## config.mk

```make
export PLATFORM = sky130hd
export DESIGN_NAME = sdram_burst_arbiter
export DESIGN_NICKNAME = d
export VERILOG_FILES = /design/src/rtl/sdram_burst_arbiter.sv
export SDC_FILE = /design/constraint.sdc
export NUM_CORES = 1
export LEC_CHECK = 0
export BUFFER_PORTS_ARGS = -buffer_cell sky130_fd_sc_hd__buf_2
export CAP_MARGIN = 40
export CELL_PAD_IN_SITES_DETAIL_PLACEMENT = 1
export CELL_PAD_IN_SITES_GLOBAL_PLACEMENT = 1
export CORE_ASPECT_RATIO = 1.75
export CORE_MARGIN = 2
export CORE_UTILIZATION = 45
export CTS_CLUSTER_SIZE = 8
export DETAILED_ROUTE_END_ITERATION = 8
export GPL_TIMING_DRIVEN = 0
export HOLD_SLACK_MARGIN = 0.02
export PLACE_DENSITY_LB_ADDON = 0.15
export SYNTH_ARGS = -nofsm -noshare
export SYNTH_HDL_FRONTEND = slang
export SYNTH_SLANG_ARGS = --single-unit
```

## constraint.sdc

```tcl
create_clock -name sys_clk -period 17.3 [get_ports sys_clk]
set_clock_uncertainty 0.05 [all_clocks]
set_input_delay 3.46 -clock sys_clk [delete_from_list [all_inputs] [get_ports sys_clk]]
set_output_delay 3.46 -clock sys_clk [all_outputs]
set_load 0.02 [all_outputs]
```

## src/rtl/sdram_burst_arbiter.sv

```systemverilog
// Round-robin scheduler for two write and two read FIFO ports in front of an SDRAM
// controller. It tracks a wrapping burst address per port and steers ack/data via wr_sel/rd_sel.
module sdram_burst_arbiter #(
    parameter int ADDR_W = 24,
    parameter int LEN_W  = 10,
    parameter int CNT_W  = 11
) (
    input  logic                  sys_clk,
    input  logic                  sys_rst_n,
    input  logic                  sdram_init_done,
    input  logic [CNT_W-1:0]      wr_fifo_num_0,
    input  logic [CNT_W-1:0]      wr_fifo_num_1,
    input  logic [CNT_W-1:0]      rd_fifo_num_0,
    input  logic [CNT_W-1:0]      rd_fifo_num_1,
    input  logic [4*ADDR_W-1:0]   port_b_addr,
    input  logic [4*ADDR_W-1:0]   port_e_addr,
    input  logic [3:0]            addr_rst,
    input  logic [LEN_W-1:0]      wr_burst_len,
    input  logic [LEN_W-1:0]      rd_burst_len,
    input  logic                  sdram_read_valid,
    input  logic                  sdram_wr_ack,
    input  logic                  sdram_rd_ack,
    output logic                  sdram_wr_req,
    output logic [ADDR_W-1:0]     sdram_wr_addr,
    output logic                  sdram_rd_req,
    output logic [ADDR_W-1:0]     sdram_rd_addr,
    output logic                  wr_sel,
    output logic                  rd_sel,
    output logic [1:0]            grant_id
);
    localparam int CMP_W = (CNT_W > LEN_W) ? CNT_W : LEN_W;
    localparam int NXT_W = ADDR_W + 1;
    localparam int END_W = ADDR_W + 2;

    typedef enum logic [2:0] {
        S_IDLE,
        S_ARB,
        S_WR_KEEP,
        S_WR_DONE,
        S_RD_KEEP,
        S_RD_DONE
    } state_t;

    state_t            state_q, state_d;
    logic [ADDR_W-1:0] ptr_q [4];
    logic [ADDR_W-1:0] ptr_d [4];
    logic [3:0]        pend_q, pend_d;
    logic [1:0]        last_grant_q, last_grant_d;
    logic [1:0]        grant_id_q, grant_id_d;
    logic              wr_req_q, wr_req_d;
    logic              rd_req_q, rd_req_d;
    logic [ADDR_W-1:0] wr_addr_q, wr_addr_d;
    logic [ADDR_W-1:0] rd_addr_q, rd_addr_d;
    logic              wr_sel_q, wr_sel_d;
    logic              rd_sel_q, rd_sel_d;
    logic              wr_ack_q, rd_ack_q;

    logic [ADDR_W-1:0] b_addr [4];
    logic [ADDR_W-1:0] e_addr [4];
    logic [CNT_W-1:0]  fifo_num [4];
    logic [3:0]        elig;

    assign fifo_num[0] = wr_fifo_num_0;
    assign fifo_num[1] = wr_fifo_num_1;
    assign fifo_num[2] = rd_fifo_num_0;
    assign fifo_num[3] = rd_fifo_num_1;

    genvar gi;
    generate
        for (gi = 0; gi < 4; gi++) begin : g_port
            assign b_addr[gi] = port_b_addr[gi*ADDR_W +: ADDR_W];
            assign e_addr[gi] = port_e_addr[gi*ADDR_W +: ADDR_W];
            if (gi < 2) begin : g_wr
                // A write burst is worth issuing only once a full burst of data is buffered.
                assign elig[gi] = (wr_burst_len != '0) &&
                                  (CMP_W'(fifo_num[gi]) >= CMP_W'(wr_burst_len));
            end else begin : g_rd
                assign elig[gi] = sdram_read_valid && (rd_burst_len != '0) &&
                                  (CMP_W'(fifo_num[gi]) < CMP_W'(rd_burst_len));
            end
        end
    endgenerate

    logic       win_found;
    logic [1:0] win_idx;
    logic [1:0] cand;

    always_comb begin
        win_found = 1'b0;
        win_idx   = '0;
        cand      = '0;
        for (int k = 1; k <= 4; k++) begin
            cand = last_grant_q + 2'(k);
            if (!win_found && elig[cand]) begin
                win_found = 1'b1;
                win_idx   = cand;
            end
        end
    end

    logic [LEN_W-1:0]  act_len;
    logic [NXT_W-1:0]  nxt;
    logic [END_W-1:0]  nxt_end;
    logic [ADDR_W-1:0] adv_ptr;

    // Wrap early if the following burst would run past the region end.
    always_comb begin
        act_len = (state_q == S_WR_DONE) ? wr_burst_len : rd_burst_len;
        nxt     = NXT_W'(ptr_q[last_grant_q]) + NXT_W'(act_len);
        nxt_end = END_W'(nxt) + END_W'(act_len);
        adv_ptr = (nxt_end > END_W'(e_addr[last_grant_q])) ? b_addr[last_grant_q]
                                                           : nxt[ADDR_W-1:0];
    end

    logic burst_active;
    assign burst_active = (state_q == S_WR_KEEP) || (state_q == S_WR_DONE) ||
                          (state_q == S_RD_KEEP) || (state_q == S_RD_DONE);

    always_comb begin
        state_d      = state_q;
        pend_d       = pend_q;
        last_grant_d = last_grant_q;
        grant_id_d   = grant_id_q;
        wr_req_d     = wr_req_q;
        rd_req_d     = rd_req_q;
        wr_addr_d    = wr_addr_q;
        rd_addr_d    = rd_addr_q;
        wr_sel_d     = wr_sel_q;
        rd_sel_d     = rd_sel_q;
        for (int i = 0; i < 4; i++) begin
            ptr_d[i] = ptr_q[i];
        end

        // The port owning the current burst defers its reload until the burst retires.
        for (int i = 0; i < 4; i++) begin
            if (addr_rst[i]) begin
                if (burst_active && (last_grant_q == 2'(i))) begin
                    pend_d[i] = 1'b1;
                end else begin
                    ptr_d[i] = b_addr[i];
                end
            end
        end

        case (state_q)
            S_IDLE: begin
                wr_req_d = 1'b0;
                rd_req_d = 1'b0;
                pend_d   = '0;
                for (int i = 0; i < 4; i++) begin
                    ptr_d[i] = b_addr[i];
                end
                if (sdram_init_done) begin
                    state_d = S_ARB;
                end
            end
            S_ARB: begin
                wr_req_d = 1'b0;
                rd_req_d = 1'b0;
                if (win_found) begin
                    last_grant_d = win_idx;
                    grant_id_d   = win_idx;
                    if (!win_idx[1]) begin
                        wr_addr_d = ptr_q[win_idx];
                        wr_sel_d  = win_idx[0];
                        wr_req_d  = 1'b1;
                        state_d   = S_WR_KEEP;
                    end else begin
                        rd_addr_d = ptr_q[win_idx];
                        rd_sel_d  = win_idx[0];
                        rd_req_d  = 1'b1;
                        state_d   = S_RD_KEEP;
                    end
                end
            end
            S_WR_KEEP: begin
                if (sdram_wr_ack) begin
                    wr_req_d = 1'b0;
                end
                if (wr_ack_q && !sdram_wr_ack) begin
                    state_d = S_WR_DONE;
                end
            end
            S_RD_KEEP: begin
                if (sdram_rd_ack) begin
                    rd_req_d = 1'b0;
                end
                if (rd_ack_q && !sdram_rd_ack) begin
                    state_d = S_RD_DONE;
                end
            end
            S_WR_DONE, S_RD_DONE: begin
                ptr_d[last_grant_q]  = (pend_q[last_grant_q] || addr_rst[last_grant_q]) ?
                                       b_addr[last_grant_q] : adv_ptr;
                pend_d[last_grant_q] = 1'b0;
                state_d              = S_ARB;
            end
            default: begin
                state_d  = S_IDLE;
                wr_req_d = 1'b0;
                rd_req_d = 1'b0;
            end
        endcase
    end

    always_ff @(posedge sys_clk or negedge sys_rst_n) begin
        if (!sys_rst_n) begin
            state_q      <= S_IDLE;
            pend_q       <= '0;
            last_grant_q <= 2'd3;
            grant_id_q   <= '0;
            wr_req_q     <= 1'b0;
            rd_req_q     <= 1'b0;
            wr_addr_q    <= '0;
            rd_addr_q    <= '0;
            wr_sel_q     <= 1'b0;
            rd_sel_q     <= 1'b0;
            wr_ack_q     <= 1'b0;
            rd_ack_q     <= 1'b0;
            for (int i = 0; i < 4; i++) begin
                ptr_q[i] <= '0;
            end
        end else begin
            state_q      <= state_d;
            pend_q       <= pend_d;
            last_grant_q <= last_grant_d;
            grant_id_q   <= grant_id_d;
            wr_req_q     <= wr_req_d;
            rd_req_q     <= rd_req_d;
            wr_addr_q    <= wr_addr_d;
            rd_addr_q    <= rd_addr_d;
            wr_sel_q     <= wr_sel_d;
            rd_sel_q     <= rd_sel_d;
            wr_ack_q     <= sdram_wr_ack;
            rd_ack_q     <= sdram_rd_ack;
            for (int i = 0; i < 4; i++) begin
                ptr_q[i] <= ptr_d[i];
            end
        end
    end

    assign sdram_wr_req  = wr_req_q;
    assign sdram_rd_req  = rd_req_q;
    assign sdram_wr_addr = wr_addr_q;
    assign sdram_rd_addr = rd_addr_q;
    assign wr_sel        = wr_sel_q;
    assign rd_sel        = rd_sel_q;
    assign grant_id      = grant_id_q;

endmodule

```

==> impl_metrics.py <==
metrics = {
    "timing": {
        "finalSetupViolCount": 0,
        "hold_viol": 0,
        "clock.fmax_mhz": 80.8,
        "period_minus_slack_ns": 12.38,
        "setup_tns_ns": 0,
        "slew_headroom_pct": 32.4,
        "tightest_slew_ns": 1.01,
        "post-route-period-util_pct": 71.5,
        "slew_violations": 0,
        "rsz0062_at_grt": "no",
    },
    "route": {
        "wl_per_cell_um": 29.8,
        "drt-total-wl_um": 75800,
        "firstDrtPassIters": 6,
        "drc": 0,
        "vias": 17000,
        "drt_iter0_markers": 1529,
        "antenna_left": 0,
        "viasPerCell": 6.70,
    },
    "setup_path": {
        "slowest_delay_ns": 0.68,
        "endpoint_kind": "flip-flop",
        "r2r_start": "last_grant_q[0]",
        "required_ns": 17.55,
        "worstPathMaxFanout": 10,
        "reg2reg_slack_ns": 4.92,
        "rr_worst_depth": 37,
        "reg2reg_to": "ptr_q[21]",
        "cp_common_cell": "clkbuf_1",
        "critPathArrivalTime_ns": 12.63,
        "crit_type": "flip-flop to flip-flop",
        "start_kind": "flip-flop",
        "cp_slowest_cell": "a311oi_2",
    },
    "outcome": {
        "status": "complete, no violations",
    },
    "run": {
        "cap_violations": 0,
    },
    "clock_tree": {
        "hold_buffers": 0,
        "clock_latency_ns": 0.48,
        "cts-root-buf": "clkbuf_16",
        "numCtsBuffers": 17,
        "cts_resized": 0,
        "cts_tree": "done",
        "clock-sinks": 161,
        "cts.path.max_buffers": 2,
        "post_cts_buffers": 0,
        "clk_pin_slew_ns": 0.08,
        "cts-htree-levels": 4,
    },
    "grt": {
        "grt_pass1_vias": 18200,
        "grt_overflow_total": 0,
        "grt_pass1_wl_um": 111000,
        "grt_max_degree": 101,
        "antenna_found_initial": 2,
        "globalRouteTotalUtil_pct": 43.5,
    },
    "placement": {
        "dp_cells": 2508,
        "portBuffers": 318,
        "gp_congestion": 1.02,
        "place_hpwl_um": 58800,
    },
    "yosys": {
        "ys_ff_latch": 161,
        "synth_fa_ha_area_share_pct": 7.09,
        "synthesis.area_um2": 15000,
        "netlist-cell-type-count": 80,
        "synth_compound_area_share_pct": 22.7,
        "synthCells": 1755,
        "syn_nets": 2105,
        "async_flop_share_pct": 100,
        "seq_area_frac_synth_pct": 26.9,
        "synth_flop_cell": "dfrtp_1",
        "yosysWarnings": 0,
        "synth_edf_count": 0,
        "yosys.area_share.simple_pct": 17.8,
        "synth_top_family_by_area": "compound AO/OA/AOI/OAI gates",
        "synth-xor-area-share_pct": 2.80,
        "synth_mux_area_share_pct": 17.9,
        "syn_avg_cell_area_um2": 8.53,
    },
    "floorplanning": {
        "fp.dieW_um": 142,
        "die_h_um": 245,
        "ios": 320,
        "coreArea_um2": 32900,
        "design.die.area_um2": 34800,
        "initial_core_util_pct": 45.5,
        "row_count": 88,
    },
    "layout": {
        "synthToLayoutAreaGrowth_pct": 20.5,
        "nFillCells": 4061,
        "antennaDiodeCount": 0,
        "drive_gt1_share_pct": 24.5,
        "final_nets": 2474,
        "final_cell_count_no_fill": 2542,
    },
    "min_path": {
        "hold_end": "sdram_wr_addr[2]",
        "holdPathStages": 2,
        "hold_class": "flip-flop to flip-flop",
        "hold_start": "sdram_wr_addr[2]",
    },
}
-- sequential cells by signal, summed over array words and instances (netlist names), 2 cells and up --
| signal | flops |
|---|---|
| ptr_q | 96 |
| sdram_rd_addr | 24 |
| sdram_wr_addr | 24 |
| pend_q | 4 |
| state_q | 3 |
| grant_id | 2 |
| last_grant_q | 2 |
-- cells in the final DEF, fill, tap and decap left out, drive strengths merged, types with 7 or more instances in the layout --
cell    instances
nand3          25
a21o           17
nor2           89
o21ai          80
clkbuf         99
nand2b         13
nand4           9
dfrtp         159
inv            78
and2           11
nor3           13
a32o           40
o21a           18
or2             9
mux2           10
o22ai           7
nor2b          14
nand2         395
buf           376
mux2i          93
a211oi         11
a22oi          28
a31oi          10
a32oi          13
ha             84
a221oi         12
xnor2          24
a21oi         198
o211ai         10
mux4           72
xor2           23
-- through the flow --
step           worst slack (ns)  instance area (um2)  util (%)  hold WS [ns]
3_3_place_gp               4.01                17100      51.9         0.407
4_1_cts                    5.10                18000      54.8         0.442
2_1_floorplan              7.50                15000         -         0.439
3_5_place_dp               4.99                17400      53.0         0.426
5_1_grt                    4.56                18000      54.8         0.458
6_report                   4.92                18000      54.8         0.438
-- how the worst max path moves through the flow --
| stage | startpoint | endpoint | slack, ns | cells after the start |
|---|---|---|---|---|
| 2_1_floorplan | rd_burst_len[0] | ptr_q[76] | 7.50 | 31 |
| 6_report | last_grant_q[0] | ptr_q[21] | 4.92 | 37 |
| 3_5_place_dp | wr_burst_len[1] | ptr_q[21] | 4.99 | 33 |
| 5_1_grt | last_grant_q[0] | ptr_q[17] | 4.56 | 35 |
| 4_1_cts | last_grant_q[0] | ptr_q[21] | 5.10 | 37 |
| 3_3_place_gp | last_grant_q[0] | ptr_q[21] | 4.01 | 35 |
-- cell families after synthesis --
kind of cell	Yosys count
AO/OA/AOI/OAI	493
XOR/XNOR	47
adder cells (fa/ha/maj)	85
buffers and inverters	178
flip-flops	161
multiplexers	175
AND/OR/NAND/NOR	616
-- cell type report --
| cell class | instances | area [um2] | area share [%] |
|---|---|---|---|
| multi-input combinational | 1416 | 10200 | 56.7 |
| sequential | 161 | 4030 | 22.3 |
| timing repair buffer | 350 | 1980 | 11.0 |
| tap | 405 | 507 | 2.81 |
| buffer | 107 | 443 | 2.45 |
| clock buffer | 18 | 439 | 2.43 |
| inverter | 71 | 267 | 1.48 |
| clock inverter | 14 | 145 | 0.804 |
-- synth_stat cells (23+ instances only) --
cell      count  area [um2]
a21oi_1     197         986
a22oi_1      28         210
a32o_1       40         400
clkbuf_1     81         304
dfrtp_1     159        3980
ha_1         84        1050
inv_1        71         267
mux2i_1      89         891
mux4_2       72        1620
nand2_1     395        1480
nand3_1      25         125
nor2_1       89         334
o21ai_0      78         390
xnor2_1      23         201
xor2_1       23         201
-- worst max-delay path, delay by kind of cell, from the launching register on --
kind	cells	cell delay [ns]
flip-flops	1	0.58
buffers and inverters	11	4.15
adder cells (fa/ha/maj)	3	1.05
multiplexers	1	0.64
AO/OA/AOI/OAI	15	3.38
AND/OR/NAND/NOR	5	1.84
XOR/XNOR	2	0.48
-- per-layer routing --
layer / global-route usage (%) / wire, um
met5: 0 / 0
met4: 39.5 / 8030
met3: 8.20 / 6230
met2: 72.5 / 36400
met1: 46.1 / 25200
Power is left out: the tool's default activity adds up to more than one toggle a clock period on the data nets, which glitch-free logic cannot reach.
